[config.mk]
export PLATFORM = sky130hd
export DESIGN_NAME = regfile_sync_flat
export DESIGN_NICKNAME = d
export VERILOG_FILES = /design/src/rtl/regfile_pkg.sv /design/src/rtl/regfile_sync_if.sv /design/src/rtl/regfile_read_port.sv /design/src/rtl/regfile_sync.sv /design/src/flat_wrapper.sv
export SDC_FILE = /design/constraint.sdc
export NUM_CORES = 2
export LEC_CHECK = 0
export CAP_MARGIN = 20
export CORE_AREA = 3 3 403 405
export DETAILED_ROUTE_END_ITERATION = 12
export DIE_AREA = 0 0 406 408
export GPL_ROUTABILITY_DRIVEN = 0
export GPL_TIMING_DRIVEN = 0
export HOLD_SLACK_MARGIN = 0.05
export SYNTH_ARGS = -nofsm -noshare
export SYNTH_HDL_FRONTEND = slang
export SYNTH_SLANG_ARGS = --single-unit
[constraint.sdc]
create_clock -name clk_in -period 24.4 [get_ports clk_in]
set_clock_uncertainty 0.05 [all_clocks]
set_input_delay 4.88 -clock clk_in [delete_from_list [all_inputs] [get_ports clk_in]]
set_output_delay 4.88 -clock clk_in [all_outputs]
set_load 0.05 [all_outputs]
[src/rtl/regfile_pkg.sv]
// regfile_pkg: shared constants and types for the clocked register file.
//   ZERO_IDX         hard-wired zero register index
//   DEFAULT_*        default geometry / SP / invalid-read values
//   reg_idx_t        register index (default ADDR_W bits)
//   reg_data_t       register word (default DATA_W bits)
//   sp_op_e          decoded stack-pointer adjustment
package regfile_pkg;

  localparam int unsigned DEFAULT_ADDR_W   = 5;
  localparam int unsigned DEFAULT_DATA_W   = 32;
  localparam int unsigned DEFAULT_NUM_REGS = 18;

  localparam int unsigned ZERO_IDX         = 0;
  localparam int unsigned DEFAULT_SP_IDX   = 17;
  localparam logic [31:0] DEFAULT_SP_RESET = 32'h0000_FFFC;
  localparam int unsigned DEFAULT_SP_STEP  = 4;
  localparam logic [31:0] DEFAULT_INVALID  = 32'hDEAD_BEEF;

  typedef logic [DEFAULT_ADDR_W-1:0] reg_idx_t;
  typedef logic [DEFAULT_DATA_W-1:0] reg_data_t;

  typedef enum logic [1:0] {
    SP_HOLD,
    SP_PUSH,
    SP_POP
  } sp_op_e;

  // Push and pop together cancel out.
  function automatic sp_op_e decode_sp_op(input logic push, input logic pop);
    if (push && !pop)      return SP_PUSH;
    else if (pop && !push) return SP_POP;
    else                   return SP_HOLD;
  endfunction

endpackage

[src/rtl/regfile_sync_if.sv]
// regfile_sync_if: bus between decode/execute and the register file.
//   master: drives read/write indices, write data/enable, push/pop;
//           receives the four read ports, sp_out and write_err_out.
//   slave : the register file side.
interface regfile_sync_if #(
  parameter int unsigned DATA_W = 32,
  parameter int unsigned ADDR_W = 5
);
  logic [ADDR_W-1:0] reg1_in;
  logic [ADDR_W-1:0] reg2_in;
  logic [ADDR_W-1:0] reg_source_in;
  logic [ADDR_W-1:0] reg_obs_sel_in;
  logic [ADDR_W-1:0] reg_dest_in;
  logic [DATA_W-1:0] data_in;
  logic              reg_wen_in;
  logic              sp_push_in;
  logic              sp_pop_in;
  logic [DATA_W-1:0] data1_out;
  logic [DATA_W-1:0] data2_out;
  logic [DATA_W-1:0] source_data_out;
  logic [DATA_W-1:0] reg_obs_data_out;
  logic [DATA_W-1:0] sp_out;
  logic              write_err_out;

  modport master (
    output reg1_in, reg2_in, reg_source_in, reg_obs_sel_in,
    output reg_dest_in, data_in, reg_wen_in, sp_push_in, sp_pop_in,
    input  data1_out, data2_out, source_data_out, reg_obs_data_out,
    input  sp_out, write_err_out
  );

  modport slave (
    input  reg1_in, reg2_in, reg_source_in, reg_obs_sel_in,
    input  reg_dest_in, data_in, reg_wen_in, sp_push_in, sp_pop_in,
    output data1_out, data2_out, source_data_out, reg_obs_data_out,
    output sp_out, write_err_out
  );
endinterface

[src/rtl/regfile_read_port.sv]
// regfile_read_port: one combinational read port.
//   idx_in      read index
//   regs_in     current register array
//   fwd_en_in   a forwardable write is in flight this cycle
//   fwd_idx_in  destination index of that write
//   fwd_data_in data of that write
//   data_out    0 for index 0, INVALID_VAL beyond NUM_REGS-1, otherwise
//               forwarded data or register contents
module regfile_read_port #(
  parameter int unsigned       DATA_W      = 32,
  parameter int unsigned       ADDR_W      = 5,
  parameter int unsigned       NUM_REGS    = 18,
  parameter logic [DATA_W-1:0] INVALID_VAL = 32'hDEAD_BEEF
) (
  input  logic [ADDR_W-1:0] idx_in,
  input  logic [DATA_W-1:0] regs_in [NUM_REGS],
  input  logic              fwd_en_in,
  input  logic [ADDR_W-1:0] fwd_idx_in,
  input  logic [DATA_W-1:0] fwd_data_in,
  output logic [DATA_W-1:0] data_out
);
  import regfile_pkg::*;

  always_comb begin
    data_out = '0;
    if (32'(idx_in) == ZERO_IDX) begin
      data_out = '0;
    end else if (32'(idx_in) >= NUM_REGS) begin
      data_out = INVALID_VAL;
    end else if (fwd_en_in && (fwd_idx_in == idx_in)) begin
      data_out = fwd_data_in;
    end else begin
      data_out = regs_in[idx_in];
    end
  end
endmodule

[src/rtl/regfile_sync.sv]
// regfile_sync: clocked register file with hard-wired zero, stack pointer
// and sticky out-of-range write error.
//   clk_in  clock, rising edge
//   rst_in  asynchronous active-high reset
//   bus     regfile_sync_if.slave: four read ports, one write port,
//           push/pop, sp_out, write_err_out
// Optional macro REGFILE_BYPASS_EN: forward an in-flight write to matching
// read ports (push/pop is never forwarded).
module regfile_sync
  import regfile_pkg::*;
#(
  parameter int unsigned       DATA_W      = DEFAULT_DATA_W,
  parameter int unsigned       ADDR_W      = DEFAULT_ADDR_W,
  parameter int unsigned       NUM_REGS    = DEFAULT_NUM_REGS,
  parameter int unsigned       SP_IDX      = DEFAULT_SP_IDX,
  parameter logic [DATA_W-1:0] SP_RESET    = DEFAULT_SP_RESET,
  parameter int unsigned       SP_STEP     = DEFAULT_SP_STEP,
  parameter logic [DATA_W-1:0] INVALID_VAL = DEFAULT_INVALID
) (
  input  logic             clk_in,
  input  logic             rst_in,
  regfile_sync_if.slave    bus
);

  logic [DATA_W-1:0] regs_q [NUM_REGS];
  logic [DATA_W-1:0] regs_d [NUM_REGS];
  logic              write_err_q;
  logic              write_err_d;

  logic   wr_zero;
  logic   wr_oob;
  logic   wr_valid;
  sp_op_e sp_op;
  logic   fwd_en;

  always_comb begin
    wr_zero  = (32'(bus.reg_dest_in) == ZERO_IDX);
    wr_oob   = (32'(bus.reg_dest_in) >= NUM_REGS);
    wr_valid = bus.reg_wen_in && !wr_zero && !wr_oob;
    sp_op    = decode_sp_op(bus.sp_push_in, bus.sp_pop_in);
  end

`ifdef REGFILE_BYPASS_EN
  assign fwd_en = wr_valid;
`else
  assign fwd_en = 1'b0;
`endif

  // Push/pop is applied first; an explicit write to SP then overrides it,
  // while a write elsewhere leaves the push/pop result in place.
  always_comb begin
    regs_d      = regs_q;
    write_err_d = write_err_q;
    unique case (sp_op)
      SP_PUSH: regs_d[SP_IDX] = regs_q[SP_IDX] - DATA_W'(SP_STEP);
      SP_POP:  regs_d[SP_IDX] = regs_q[SP_IDX] + DATA_W'(SP_STEP);
      default: regs_d[SP_IDX] = regs_q[SP_IDX];
    endcase
    if (wr_valid) begin
      regs_d[bus.reg_dest_in] = bus.data_in;
    end
    if (bus.reg_wen_in && wr_oob) begin
      write_err_d = 1'b1;
    end
    regs_d[ZERO_IDX] = '0;
  end

  always_ff @(posedge clk_in or posedge rst_in) begin
    if (rst_in) begin
      for (int unsigned i = 0; i < NUM_REGS; i++) begin
        regs_q[i] <= (i == SP_IDX) ? SP_RESET : '0;
      end
      write_err_q <= 1'b0;
    end else begin
      regs_q      <= regs_d;
      write_err_q <= write_err_d;
    end
  end

  regfile_read_port #(
    .DATA_W(DATA_W), .ADDR_W(ADDR_W), .NUM_REGS(NUM_REGS), .INVALID_VAL(INVALID_VAL)
  ) u_rd1 (
    .idx_in(bus.reg1_in), .regs_in(regs_q), .fwd_en_in(fwd_en),
    .fwd_idx_in(bus.reg_dest_in), .fwd_data_in(bus.data_in), .data_out(bus.data1_out)
  );

  regfile_read_port #(
    .DATA_W(DATA_W), .ADDR_W(ADDR_W), .NUM_REGS(NUM_REGS), .INVALID_VAL(INVALID_VAL)
  ) u_rd2 (
    .idx_in(bus.reg2_in), .regs_in(regs_q), .fwd_en_in(fwd_en),
    .fwd_idx_in(bus.reg_dest_in), .fwd_data_in(bus.data_in), .data_out(bus.data2_out)
  );

  regfile_read_port #(
    .DATA_W(DATA_W), .ADDR_W(ADDR_W), .NUM_REGS(NUM_REGS), .INVALID_VAL(INVALID_VAL)
  ) u_rd_src (
    .idx_in(bus.reg_source_in), .regs_in(regs_q), .fwd_en_in(fwd_en),
    .fwd_idx_in(bus.reg_dest_in), .fwd_data_in(bus.data_in), .data_out(bus.source_data_out)
  );

  regfile_read_port #(
    .DATA_W(DATA_W), .ADDR_W(ADDR_W), .NUM_REGS(NUM_REGS), .INVALID_VAL(INVALID_VAL)
  ) u_rd_obs (
    .idx_in(bus.reg_obs_sel_in), .regs_in(regs_q), .fwd_en_in(fwd_en),
    .fwd_idx_in(bus.reg_dest_in), .fwd_data_in(bus.data_in), .data_out(bus.reg_obs_data_out)
  );

  assign bus.sp_out        = regs_q[SP_IDX];
  assign bus.write_err_out = write_err_q;

endmodule

[src/flat_wrapper.sv]
// flat-port wrapper written by rule: the top's interface ports become plain ports
module regfile_sync_flat import regfile_pkg::*;
#(
  parameter int unsigned       DATA_W      = DEFAULT_DATA_W,
  parameter int unsigned       ADDR_W      = DEFAULT_ADDR_W,
  parameter int unsigned       NUM_REGS    = DEFAULT_NUM_REGS,
  parameter int unsigned       SP_IDX      = DEFAULT_SP_IDX,
  parameter logic [DATA_W-1:0] SP_RESET    = DEFAULT_SP_RESET,
  parameter int unsigned       SP_STEP     = DEFAULT_SP_STEP,
  parameter logic [DATA_W-1:0] INVALID_VAL = DEFAULT_INVALID
)
  (clk_in, rst_in, bus_reg1_in, bus_reg2_in, bus_reg_source_in, bus_reg_obs_sel_in, bus_reg_dest_in, bus_data_in, bus_reg_wen_in, bus_sp_push_in, bus_sp_pop_in, bus_data1_out, bus_data2_out, bus_source_data_out, bus_reg_obs_data_out, bus_sp_out, bus_write_err_out);
  regfile_sync_if #(.DATA_W(DATA_W), .ADDR_W(ADDR_W)) bus_i ();
  input  logic clk_in;
  input  logic rst_in;
  input wire logic [$bits(bus_i.reg1_in)-1:0] bus_reg1_in;
  input wire logic [$bits(bus_i.reg2_in)-1:0] bus_reg2_in;
  input wire logic [$bits(bus_i.reg_source_in)-1:0] bus_reg_source_in;
  input wire logic [$bits(bus_i.reg_obs_sel_in)-1:0] bus_reg_obs_sel_in;
  input wire logic [$bits(bus_i.reg_dest_in)-1:0] bus_reg_dest_in;
  input wire logic [$bits(bus_i.data_in)-1:0] bus_data_in;
  input wire logic [$bits(bus_i.reg_wen_in)-1:0] bus_reg_wen_in;
  input wire logic [$bits(bus_i.sp_push_in)-1:0] bus_sp_push_in;
  input wire logic [$bits(bus_i.sp_pop_in)-1:0] bus_sp_pop_in;
  output wire logic [$bits(bus_i.data1_out)-1:0] bus_data1_out;
  output wire logic [$bits(bus_i.data2_out)-1:0] bus_data2_out;
  output wire logic [$bits(bus_i.source_data_out)-1:0] bus_source_data_out;
  output wire logic [$bits(bus_i.reg_obs_data_out)-1:0] bus_reg_obs_data_out;
  output wire logic [$bits(bus_i.sp_out)-1:0] bus_sp_out;
  output wire logic [$bits(bus_i.write_err_out)-1:0] bus_write_err_out;
  assign bus_i.reg1_in = bus_reg1_in;
  assign bus_i.reg2_in = bus_reg2_in;
  assign bus_i.reg_source_in = bus_reg_source_in;
  assign bus_i.reg_obs_sel_in = bus_reg_obs_sel_in;
  assign bus_i.reg_dest_in = bus_reg_dest_in;
  assign bus_i.data_in = bus_data_in;
  assign bus_i.reg_wen_in = bus_reg_wen_in;
  assign bus_i.sp_push_in = bus_sp_push_in;
  assign bus_i.sp_pop_in = bus_sp_pop_in;
  assign bus_data1_out = bus_i.data1_out;
  assign bus_data2_out = bus_i.data2_out;
  assign bus_source_data_out = bus_i.source_data_out;
  assign bus_reg_obs_data_out = bus_i.reg_obs_data_out;
  assign bus_sp_out = bus_i.sp_out;
  assign bus_write_err_out = bus_i.write_err_out;
  regfile_sync #(.DATA_W(DATA_W), .ADDR_W(ADDR_W), .NUM_REGS(NUM_REGS), .SP_IDX(SP_IDX), .SP_RESET(SP_RESET), .SP_STEP(SP_STEP), .INVALID_VAL(INVALID_VAL)) u_core (.clk_in(clk_in), .rst_in(rst_in), .bus(bus_i));
endmodule
==> out/qor.yml <==
wl_met1_um: 67050
cp_num_buf_inv: 5
yosys-top-cells-area: "dfrtp_1 (33%), mux4_2 (28%), mux2_2 (19%)"
p_leak_nw: 19.04
ctsHtreeMaxLevel: 3
cts_buffer_depth: 3
core_area_um2: 158700
grt_pass1_wl_um: 266700
cts_tree: "yes"
netlist_area_um2: 39690
cts_resized: 0
critical_path_class: "input port to output pin"
nNetsFinal: 3460
holdPathStages: 1
synth-adder-area-share: 0.01059
synth-seq-cells: 545
maxCapViolCount: 0
ioPinCount: 223
drtIter0Drc: 5818
start_kind: "input port"
crit_arrival_ns: 10.67
area_growth_pct: 21.88
dr_wl_met2_um: 81560
crit_cells: 9
crit_path_end_kind: "output pin"
holdCritPathClass: "flip-flop to flip-flop"
cts_buffers: 70
status: "finished, final reports clean"
ctsHoldBuffers: 0
r2r-start: "u_core.bus.sp_out[2]$_DFF_PP1_"
route.detailed.drc: 0
crit_required_ns: 19.47
synth_area_leader_cell: "dfrtp_1"
period_share: 0.6394
grt_setup_unrepaired: "false"
rr_worst_depth: 13
finalSetupViolCount: 0
die_h_um: 408
cp_cell_sequence: "clkdlybuf4s50_1 > clkbuf_1 > clkbuf_1 > clkbuf_1 > mux4_2 > mux4_2 > nor2_1 > a21oi_1 > clkdlybuf4s50_1"
synth_compound_area_frac: 0.08979
synth-xor-area-share: 0.005296
fmax_mhz: 64.09
dpl.hpwl_um: 147100
synth-edff-count: 0
antenna_found_initial: 25
dr_wl_met3_um: 30430
top_layer: "met5"
clock-sinks: 545
synth_nets: 3100
wirelength_um: 196400
tightest_slew_ns: 1.342
vias: 34160
drt_pass1_iterations: 7
floorplan.rows: 146
async_flop_share: 1.000
hold_viol_final: 0
synth_top_family_by_area: "multiplexers"
num-fill-cells: 15900
synthSimpleGateAreaFrac: 0.03222
viasPerCell: 6.200
post_drt_wl_per_cell_um: 35.65
synth_top_cell_area_share: 0.3348
track_usage: 0.2302
relSlewSlack: 0.1050
grt_start_max_net_pins: 122
grt_overflow: 0
yosysWarningCount: 0
path_delay_family: "buffers and inverters"
muxShareOfSynthArea: 0.4776
die_w_um: 406
initial_core_util: 0.2500
critPathSlowestCell: "clkdlybuf4s50_1"
syn_inst: 3005
syn_avg_cell_area_um2: 13.21
max-vdd-ir-drop_mv: 0.04816
crit_path_frequent_cell: "clkbuf_1"
clockRootBuffer: "clkbuf_16"
hold_start: "u_core.bus.write_err_out$_DFFE_PP0P_"
grt_pass1_vias: 32680
power_mw: 4.287
synth_top_flop_cell: "dfrtp_1"
dp_cells: 5343
power_density_nw_per_um2: 88.63
fin_crit_ns: 15.60
seq_area_frac_synth: 0.3441
io_buffers: 204
drtAntennaViolNets: 0
final_layout_size_suffix_gt1_frac: 0.4249
cts_setup_buffers: 0
path_max_fanout: 10
slowest_delay_ns: 0.98
die-area_um2: 165600
cp-startpoint: "bus_reg_source_in[1]"
path_clk_slew_ns: 0.06
instances_no_fill: 5510
synth_cell_types: 62
slew_viol_final: 0
clock_latency_ns: 0.68
-- report_power, final --
| part | internal, mW | leakage, nW | switching [mW] |
|---|---|---|---|
| sequential | 1.11 | 6.92 | 0.298 |
| combinational | 0.827 | 10.9 | 0.894 |
| clock | 0.707 | 1.25 | 0.454 |
| total | 2.64 | 19.0 | 1.65 |
-- registers in the layout (all words and copies together) (netlist names) --
| register | cells |
|---|---|
| u_core.bus.write_err_out | 1 |
| u_core.regs_q | 512 |
| u_core.bus.sp_out | 32 |
-- layer usage --
layer,up-vias,track usage
met4,14,0.1636
met1,17320,0.2713
met5,-,0.001170
met3,868,0.1084
met2,3262,0.3273
li1,12700,-
-- cells by family (layout without fill, tap and decap cells) --
group                      after synthesis  after routing
buffers and inverters                  395            810
xor gates and xnor gates                24             24
adders and majority gates               33             33
other                                    0             18
AOI/OAI and AO/OA                      533            533
and+or+nand+nor                        285            285
DFF                                    545            545
muxes                                 1190           1190
-- layout by cell type (no fill, tap or decap), types with 5 or more instances in the layout --
master / count
mux2i_1: 16
ha_1: 32
inv_1: 37
clkbuf_1: 261
clkdlybuf4s50_1: 204
o22a_1: 24
a21o_1: 13
clkbuf_2: 12
mux4_2: 495
o21ai_0: 28
buf_2: 7
buf_1: 53
a211oi_1: 18
buf_16: 15
a31oi_1: 27
o21a_1: 12
a221oi_1: 17
bufinv_16: 11
dfrtp_1: 531
nand2_1: 56
dfstp_2: 14
buf_4: 32
nor2_1: 143
clkbuf_16: 73
nor3b_1: 5
buf_8: 67
nand3_1: 5
a21oi_1: 187
a22o_1: 110
diode_2: 18
xor2_1: 9
clkbuf_8: 14
nand2b_1: 7
o22ai_1: 73
mux2_2: 679
clkinv_2: 15
nor3_1: 22
xnor2_1: 15
nor2b_1: 25
-- final timing paths --
path                                                             end  slack (ns)
worst min-delay path            u_core.bus.write_err_out$_DFFE_PP0P_        0.43
min in group asynchronous       u_core.bus.write_err_out$_DFFE_PP0P_        4.63
max in group asynchronous             u_core.regs_q[218]$_DFFE_PP0P_       18.02
worst min register to register  u_core.bus.write_err_out$_DFFE_PP0P_        0.43
worst max-delay path                         bus_source_data_out[17]        8.80
worst max register to register       u_core.bus.sp_out[30]$_DFF_PP0_       20.62
-- cells in the mapped netlist, types with 25 or more instances --
cell type,n
clkbuf_1,265
a21oi_1,187
a31oi_1,27
o21ai_0,28
nand2_1,56
mux2_2,679
o22ai_1,73
inv_1,38
mux4_2,495
nor2_1,143
buf_4,32
a22o_1,110
nor2b_1,25
ha_1,32
dfrtp_1,531
buf_1,58
-- through the flow --
step	setup TNS, ns	hold WS, ns	setup slack, ns	area, um^2	utilization
after detailed placement	0	0.4079	9.271	45460	0.2864
after CTS	0	0.4324	9.273	47990	0.3023
after global routing	0	0.4638	8.868	48330	0.3045
after floorplan	0	0.4432	4.258	39690	-
after global placement	-1730.08	0.4177	-3.330	44320	0.2792
final	0	0.4320	8.798	48370	0.3047
-- area by class of cell --
type                            count  area [um^2]  area share
Antenna cell                       18        45.04   0.0009312
Buffer                            357         1484     0.03068
Clock buffer                       95         2049     0.04237
Clock inverter                     32        476.7    0.009855
Inverter                           38        150.1    0.003104
Multi-Input combinational cell   2065        24430      0.5051
Sequential cell                   545        13660      0.2823
Tap cell                         2072         2592     0.05360
Timing Repair Buffer              288         3483     0.07201
(Power assumes the default switching activity.)
